File: src/rtl/jpeg_dequantizer.sv
// JPEG dequantizer: multiplies one 8x8 coefficient block by a loadable quantization
// table, LANES entries per clock, and hands the saturated result to the IDCT stage.

module jpeg_dequantizer_lane #(
    parameter int COEF_W = 8,
    parameter int Q_W    = 8,
    parameter int OUT_W  = 16
) (
    input  logic [COEF_W-1:0] coef,
    input  logic [Q_W-1:0]    q,
    output logic [OUT_W-1:0]  res
);
    localparam int PW = COEF_W + Q_W + 1;
    // Compare width covers both the product and the output range, so any OUT_W works.
    localparam int EW = ((PW > OUT_W) ? PW : OUT_W) + 1;

    logic signed [PW-1:0] a, b, p;
    logic signed [EW-1:0] pe, hi, lo;

    always_comb begin
        a   = {{(Q_W+1){coef[COEF_W-1]}}, coef};
        b   = {{(COEF_W+1){1'b0}}, q};
        p   = a * b;
        pe  = {{(EW-PW){p[PW-1]}}, p};
        hi  = {{(EW-OUT_W+1){1'b0}}, {(OUT_W-1){1'b1}}};
        lo  = ~hi;
        res = pe[OUT_W-1:0];
        if (pe > hi)      res = hi[OUT_W-1:0];
        else if (pe < lo) res = lo[OUT_W-1:0];
    end
endmodule

module jpeg_dequantizer #(
    parameter int COEF_W = 8,
    parameter int Q_W    = 8,
    parameter int OUT_W  = 16,
    parameter int LANES  = 4
) (
    input  logic                  clk,
    input  logic                  rst,
    input  logic [64*COEF_W-1:0]  in_block,
    input  logic                  in_valid,
    output logic                  in_ready,
    input  logic                  qt_wr_en,
    input  logic [5:0]            qt_addr,
    input  logic [Q_W-1:0]        qt_data,
    output logic                  qt_busy,
    output logic [64*OUT_W-1:0]   out_block,
    output logic                  out_valid,
    input  logic                  out_ready
);
    typedef enum logic [1:0] {IDLE, PROC, DONE} state_t;

    state_t state, state_nx;
    logic [5:0] idx;
    logic [63:0][COEF_W-1:0] coef_buf;
    logic [63:0][Q_W-1:0]    qt;
    logic [63:0][OUT_W-1:0]  res;

    // A table write landing on the accept edge must not affect that block,
    // so the overwritten entry is remembered and substituted during PROC.
    logic           ovr_vld;
    logic [5:0]     ovr_addr;
    logic [Q_W-1:0] ovr_data;

    logic [LANES-1:0][5:0]        lane_idx;
    logic [LANES-1:0][COEF_W-1:0] lane_coef;
    logic [LANES-1:0][Q_W-1:0]    lane_q;
    logic [LANES-1:0][OUT_W-1:0]  lane_res;

    logic accept, last;

    assign accept    = in_valid && in_ready;
    assign last      = ({1'b0, idx} + 7'(LANES)) == 7'd64;
    assign out_block = res;

    always_comb begin
        state_nx  = state;
        in_ready  = 1'b0;
        qt_busy   = 1'b1;
        out_valid = 1'b0;
        case (state)
            IDLE: begin
                in_ready = 1'b1;
                qt_busy  = 1'b0;
                if (in_valid) state_nx = PROC;
            end
            PROC: if (last) state_nx = DONE;
            DONE: begin
                out_valid = 1'b1;
                if (out_ready) state_nx = IDLE;
            end
            default: state_nx = IDLE;
        endcase
    end

    always_ff @(posedge clk) begin
        if (!rst) state <= IDLE;
        else      state <= state_nx;
    end

    for (genvar k = 0; k < LANES; k++) begin : g_lane
        assign lane_idx[k]  = idx + 6'(k);
        assign lane_coef[k] = coef_buf[lane_idx[k]];
        assign lane_q[k]    = (ovr_vld && ovr_addr == lane_idx[k]) ? ovr_data : qt[lane_idx[k]];

        jpeg_dequantizer_lane #(.COEF_W(COEF_W), .Q_W(Q_W), .OUT_W(OUT_W)) u_lane (
            .coef (lane_coef[k]),
            .q    (lane_q[k]),
            .res  (lane_res[k])
        );
    end

    always_ff @(posedge clk) begin
        if (!rst) begin
            idx      <= '0;
            coef_buf <= '0;
            res      <= '0;
            ovr_vld  <= 1'b0;
            ovr_addr <= '0;
            ovr_data <= '0;
            for (int i = 0; i < 64; i++) qt[i] <= Q_W'(1);
        end else begin
            if (state == IDLE && qt_wr_en) qt[qt_addr] <= qt_data;
            if (accept) begin
                coef_buf <= in_block;
                idx      <= '0;
                ovr_vld  <= qt_wr_en;
                ovr_addr <= qt_addr;
                ovr_data <= qt[qt_addr];
            end
            if (state == PROC) begin
                for (int k = 0; k < LANES; k++) res[lane_idx[k]] <= lane_res[k];
                idx <= idx + 6'(LANES);
            end
        end
    end
endmodule

File: config.mk
export PLATFORM = sky130hd
export DESIGN_NAME = jpeg_dequantizer
export DESIGN_NICKNAME = d
export VERILOG_FILES = /design/src/rtl/jpeg_dequantizer.sv
export SDC_FILE = /design/constraint.sdc
export NUM_CORES = 2
export LEC_CHECK = 0
export CORE_AREA = 2 2 607 609
export CTS_CLUSTER_SIZE = 28
export DETAILED_ROUTE_END_ITERATION = 7
export DIE_AREA = 0 0 609 611
export PLACE_DENSITY = 0.52
export SLEW_MARGIN = 20
export SYNTH_ARGS = -nofsm -noshare
export SYNTH_HDL_FRONTEND = slang
export SYNTH_SLANG_ARGS = --single-unit
File: constraint.sdc
create_clock -name clk -period 18.4 [get_ports clk]
set_input_delay 3.68 -clock clk [delete_from_list [all_inputs] [get_ports clk]]
set_output_delay 3.68 -clock clk [all_outputs]
set_load 0.03 [all_outputs]
# After elaboration in Yosys (flattened, before gate mapping)
# Cells that the tools add are included.
[word_totals] reg_bits=2071 mem_count=0 romBits=0 output_inout_bits=1027 latch_bits=0 ram_bits=0 input_bits=531
[classes] multipliers=4 mux=54 shifts=0 add_sub_neg=5 n_reduce_logical=14 n_div=0 magnitude_cmp=18 bitwise_logic=0 eq_ne=10
[op_table] cell="$bwmux 1024" n=4
[op_table] cell="$bwmux 512" n=1
[op_table] cell="$bmux 8 s6" n=9
[op_table] cell="$demux 16 s6" n=4
[op_table] cell="$mux 16" n=12
[op_table] cell="$mux 8" n=14
[op_table] cell="$gt 17x16->1 const B" n=4
[op_table] cell="$lt 17x16->1 const B" n=4
[op_table] cell="$mul 8x9->17" n=4
[op_table] cell="$demux 8 s6" n=1
[op_table] cell="$lt 6x7->1 const B" n=5
[op_table] cell="$ge 6x1->1 const B" n=5
[op_table] cell="$eq 6x6->1" n=4
[op_table] cell="$add 6x2->6 const B" n=2
[op_table] cell="$mux 6" n=2
[op_table] cell="$logic_and 1x1->1" n=11
[op_table] cell="$add 6x3->7 const B" n=1
[op_table] cell="$eq 7x7->1 const B" n=1
[op_table] cell="$add 6x1->6 const B" n=1
[op_table] cell="$add 6x3->6 const B" n=1
[op_table] cell="$mux 2" n=3
[op_table] cell="$ne 2x2->1 const B" n=3
[op_table] cell="$pmux 2 s3" n=1
[op_table] cell="$mux 1" n=3
[op_table] cell="5 further kinds" n=5

# Longest topological paths before layout
[logic_depth] word_depth=11 mapped_depth=32 depth_no_buf=23

# By module
# Synthesis repeated with hierarchy kept, for this count alone.
[hier_totals] hier_cells=11867 hier_area_um2=99967.1
[modules_own_cells] mod="jpeg_dequantizer" area_each_um2=89960.0 seq_area_each_um2=41419.7 cells_per_inst=10690 n_inst=1
[modules_own_cells] mod="jpeg_dequantizer_lane at g_lane[0].u_lane ..." area_each_um2=2511.2 seq_area_each_um2=0.0 cells_per_inst=298 n_inst=3
[modules_own_cells] mod="jpeg_dequantizer_lane at g_lane[3].u_lane" area_each_um2=2473.6 seq_area_each_um2=0.0 cells_per_inst=283 n_inst=1

# Worst setup path before layout
# No wires, ideal clock.
[synth_path] path_kind="register to register" start="reg idx[2]" end="reg res, in the netlist out_block[141]" path_buffers=7 period_less_slack_ns=6.853 path_slack_ns=11.547 stages_incl_launch_ff=28 setup_ns=0.087 t_required_ns=18.313 arrival_ns=6.766 cell_sequence="dfxtp_1 > buf_6 > buf_8 > buf_12 > buf_6 > mux4_2 > mux4_2 > mux2i_1 > nor2_1 > fa_1 > inv_1 > fa_1 > inv_1 > fa_1 > inv_1 > fa_1 > inv_1 > ha_1 > nand3_1 > o2111a_1 > a211oi_1 > nor3_1 > or2_2 > buf_2 > and2_1 > clkbuf_1 > clkbuf_1 > o31ai_1"
[synth_via] elab_chain_cells=11 elab_cells_between_ends=75
[synth_lines] item="from (decl)" line_no="55" source="logic [5:0] idx;"
[synth_lines] item="from (signal assigned)" line_no="134" source="idx <= idx + 6'(LANES);"
[synth_lines] item="$add 6x1->6, or another cell as far along" line_no="103" source="assign lane_idx[k] = idx + 6'(k);"
[synth_lines] item="$bmux 8 s6, or another cell as far along" line_no="105" source="assign lane_q[k] = (ovr_vld && ovr_addr == lane_idx[k]) ? ovr_data : qt[lane_idx[k]];"
[synth_lines] item="$mux 8 (implied by the code) / $logic_and 1x1->1 (equally long branches)" line_no="105"
[synth_lines] item="$mux 8 / $mul 8x9->17 (equally long branches)" line_no="105, 23"
[synth_lines] item="$mul 8x9->17 / $lt 17x16->1 (equally long branches)" line_no="23, 29"
[synth_lines] item="$lt 17x16->1 / $mux 16 (equally long branches)" line_no="29" source="else if (pe < lo) res = lo[OUT_W-1:0];"
[synth_lines] item="$mux 16 (on tied branches)" line_no="29, 28"
[synth_lines] item="$mux 16 / $bwmux 1024 (equally long branches)" line_no="28, 133"
[synth_lines] item="$bwmux 1024 (2 in a row)" line_no="133" source="for (int k = 0; k < LANES; k++) res[lane_idx[k]] <= lane_res[k];"
[synth_lines] item="$bwmux 1024 (*)" line_no="133"
[synth_lines] item="to (signal assigned)" line_no="118" source="res <= '0;"
[synth_lines] item="to (decl)" line_no="58" source="logic [63:0][OUT_W-1:0] res;"
# Mark *: on every way between the ends. The rest lies on a longest branch, timed or not. The select of a mux whose other input is x is not followed.
# A chain may end at the register's enable or synchronous reset.

# Final worst setup path
[layout_path] start="reg idx[4]" end="reg res, in the netlist out_block[824]"
# Same word-level chain as after synthesis.

==> results.py <==
metrics = {
    "clocking": {
        "post_cts_resized": 0,
        "cts-root-buf": "clkbuf_16",
        "htreeDepth": 4,
        "cts_made_buffers": 238,
        "path_clk_slew_ns": 0.06,
        "clk_latency_ns": 0.97,
        "cts_setup_buffers": 0,
        "hold_buffers": 0,
        "clockBufferDepth": 4,
        "clock-sinks": 2069,
        "cts_tree": "built",
    },
    "run": {
        "drv_cap": 1,
    },
    "detailed_routing": {
        "dr_wl_met2_um": 246000,
        "via_per_inst": 5.39,
        "ant_nets": 0,
        "dr.first_iter.drc_count": 11200,
        "dr.pass1.iters": 6,
        "met1_length_um": 209000,
        "drc": 0,
        "wl_met3_um": 48000,
        "via_count": 91300,
        "post_drt_wl_per_cell_um": 32.0,
        "topRoutingLayerUsed": "met5",
        "routed_wl_um": 542000,
    },
    "sta": {
        "setup_slack_ns": 7.93,
        "fin_skew_ns": 0.101,
        "max_slew_margin_pct": -6.52,
        "setup_viol": 0,
        "max_clock_freq_ghz": 0.0955,
        "rsz0062_at_grt": "no",
        "worst_pin_slew_ns": 1.55,
        "slew_viol_final": 3,
        "hold_viol": 0,
        "min_period_ns": 10.47,
        "tns_ns": 0,
        "min_period_over_period_pct": 56.9,
    },
    "synth": {
        "avgSynthCellArea_sq_um": 8.59,
        "synthArstFlopShare_pct": 0,
        "synth-seq-cells": 2069,
        "syn_inst": 10800,
        "synth_nets": 11600,
        "ys.flop_type": "dfxtp_1",
        "synth_area_sq_um": 92400,
        "synthDistinctLibCells": 99,
        "synth-seq-area-share_pct": 44.8,
        "ys_warn_count": 0,
        "synth_edf_count": 0,
    },
    "worst_setup_path": {
        "cp_max_fo": 40,
        "crit_buf_inv": 7,
        "critical_path_class": "register to register",
        "arrival_ns": 11.23,
        "cp.required_ns": 19.16,
        "cpPeakStageDelay_ns": 0.93,
        "reg2regPathDepth": 25,
        "worstSetupStartpointType": "register",
        "crit_cells": 25,
        "endpoint_kind": "register",
        "crit_slowest_cell": "o21ai_0",
        "critPathTopFamily": "compound AO/OA/AOI/OAI gates",
    },
    "die": {
        "core_sq_um": 365000,
        "io_pins": 1558,
        "fp.dieH_um": 611,
        "die_area_sq_um": 372000,
        "dieWidth_um": 609,
        "initial_utilization_pct": 25.3,
        "placementRows": 222,
    },
    "finish": {
        "stdcell_area_sq_um": 121000,
        "multi_input_area_sq_um": 46800,
        "finalNonFillerCells": 16900,
        "nNetsFinal": 12700,
        "final_layout_size_suffix_gt1_share_pct": 9.65,
        "ff_latch_area_sq_um": 41400,
        "n_fill_cell": 38600,
        "syn_to_final_growth_pct": 31.2,
    },
    "placed_design": {
        "placed_cell_area_sq_um": 113000,
        "dp_cells": 16500,
        "io_buffer_count": 1557,
        "gp_congestion": 1.05,
        "preCtsSetupSlack_ns": 8.20,
        "place.detailed.hpwl_um": 393000,
    },
    "global_route": {
        "grt_pass1_wl_um": 728000,
        "grt-ovfl-total": 0,
        "grt_max_degree": 193,
        "antenna_found_initial": 81,
        "first_global_vias": 84200,
        "grt_usage_pct": 27.7,
    },
    "pwr": {
        "worst_ir_drop_vdd_mv": 0.0850,
        "p_per_area_nw_per_um2": 92.0,
        "p_total_uw": 11200,
        "total_leakage_power_uw": 0.0421,
    },
    "run_status": {
        "violations": "capacitance limit, slew limit",
        "outcome": "complete, but fails checks",
    },
    "hold_path": {
        "holdPathStages": 2,
        "hp-class": "register to register",
    },
}
sequential cells by signal, summed over array words and instances (netlist names):
signal and flops:
idx 4, coef_buf 512, qt 512, state 2, ovr_vld 1, out_block 1024, ovr_data 8, ovr_addr 6
cells in the mapped netlist, types with 18 or more instances:
cell	instances	area share (%)
buf_4	38	0.31
mux2i_1	322	3.5
a211oi_1	163	1.3
a211oi_2	33	0.45
buf_6	27	0.33
nand2_1	2189	8.9
a21oi_1	1181	6.4
fa_1	148	3.2
buf_2	93	0.50
nor3_1	46	0.25
o211ai_1	33	0.27
a22o_1	169	1.6
mux4_2	140	3.4
ha_1	170	2.3
a221oi_1	70	0.66
xnor2_1	20	0.19
nand3_1	843	4.6
nand2b_1	21	0.14
or2_2	61	0.41
o21ai_0	629	3.4
a21o_1	18	0.15
a22oi_1	93	0.76
dfxtp_1	2069	45
o22ai_1	105	0.71
and2_1	41	0.28
nor2b_1	26	0.18
clkbuf_1	689	2.8
maj3_2	19	0.23
o221ai_1	53	0.50
buf_1	61	0.25
inv_1	236	0.96
a31oi_1	19	0.13
nor2_1	518	2.1
o31ai_1	93	0.76
mux2_2	78	0.95
worst reg2reg max path, delay by kind of cell (launching register included):
| family | cells | cell delay, ns |
|---|---|---|
| mux | 1 | 0.85 |
| buf+inv | 7 | 2.31 |
| compound gates | 10 | 3.68 |
| flops | 1 | 0.82 |
| xor+xnor | 1 | 0.16 |
| simple gates | 1 | 0.17 |
| fa+ha+maj | 5 | 2.33 |
path summary, 6_finish.rpt:
kind | start | to | slack (ns)
max | idx[4] | out_block[824] | 7.93
min | out_block[403] | out_block[403] | 0.45
max reg2reg | idx[4] | out_block[824] | 7.93
min reg2reg | out_block[403] | out_block[403] | 0.45
final cells by class:
cell class                 instances  area share [%]
inverter                         238           0.744
antenna                           40          0.0826
tap                             4816            4.97
multi-input combinational       7539            38.7
clock inverter                    97            1.12
sequential                      2069            34.2
clock buffer                     346            5.80
timing repair buffer            1804            14.4
power by group:
part / switching, uW / total [uW] / internal, uW
Combinational: 988 / 1360 / 368
Sequential: 68.6 / 4630 / 4570
Clock: 2160 / 5160 / 3000
Total: 3220 / 11200 / 7930
metrics by stage:
stage / hold WS (ns) / util (%)
2_1_floorplan: 0.432 / -
3_3_place_gp: 0.432 / 30.9
3_5_place_dp: 0.442 / 30.9
4_1_cts: 0.452 / 33.2
5_1_grt: 0.466 / 33.2
6_report: 0.452 / 33.2
cell usage in the layout, fill, tap and decap left out, drive strengths merged, types with 67 or more instances in the layout:
cell and instances:
o22ai 106, clkdlybuf4s50 1545, nand2 2189, nand3 843, a22o 169, ha 170
a211oi 197, inv 243, or2 67, a221oi 71, fa 148, o21ai 645
mux2 78, a21oi 1199, dfxtp 2069, o31ai 93, buf 259, mux4 140
nor2 528, clkbuf 346, a22oi 93, mux2i 322
cell families after synthesis:
family                   count (synthesis)  synth area share, %
AO/OA/AOI/OAI                         2776                 18.3
XOR/XNOR                                40                0.404
adder cells (fa/ha/maj)                341                 5.78
buffers and inverters                 1150                 5.22
flip-flops                            2069                 44.8
multiplexers                           540                 7.85
AND/OR/NAND/NOR                       3842                 17.6
layer usage:
layer	up-vias	track usage, %
met2	5183	44.2
met1	45000	33.7
met3	1255	6.55
li1	39900	-
met4	54	16.9
met5	-	0
(Power assumes the default switching activity.)
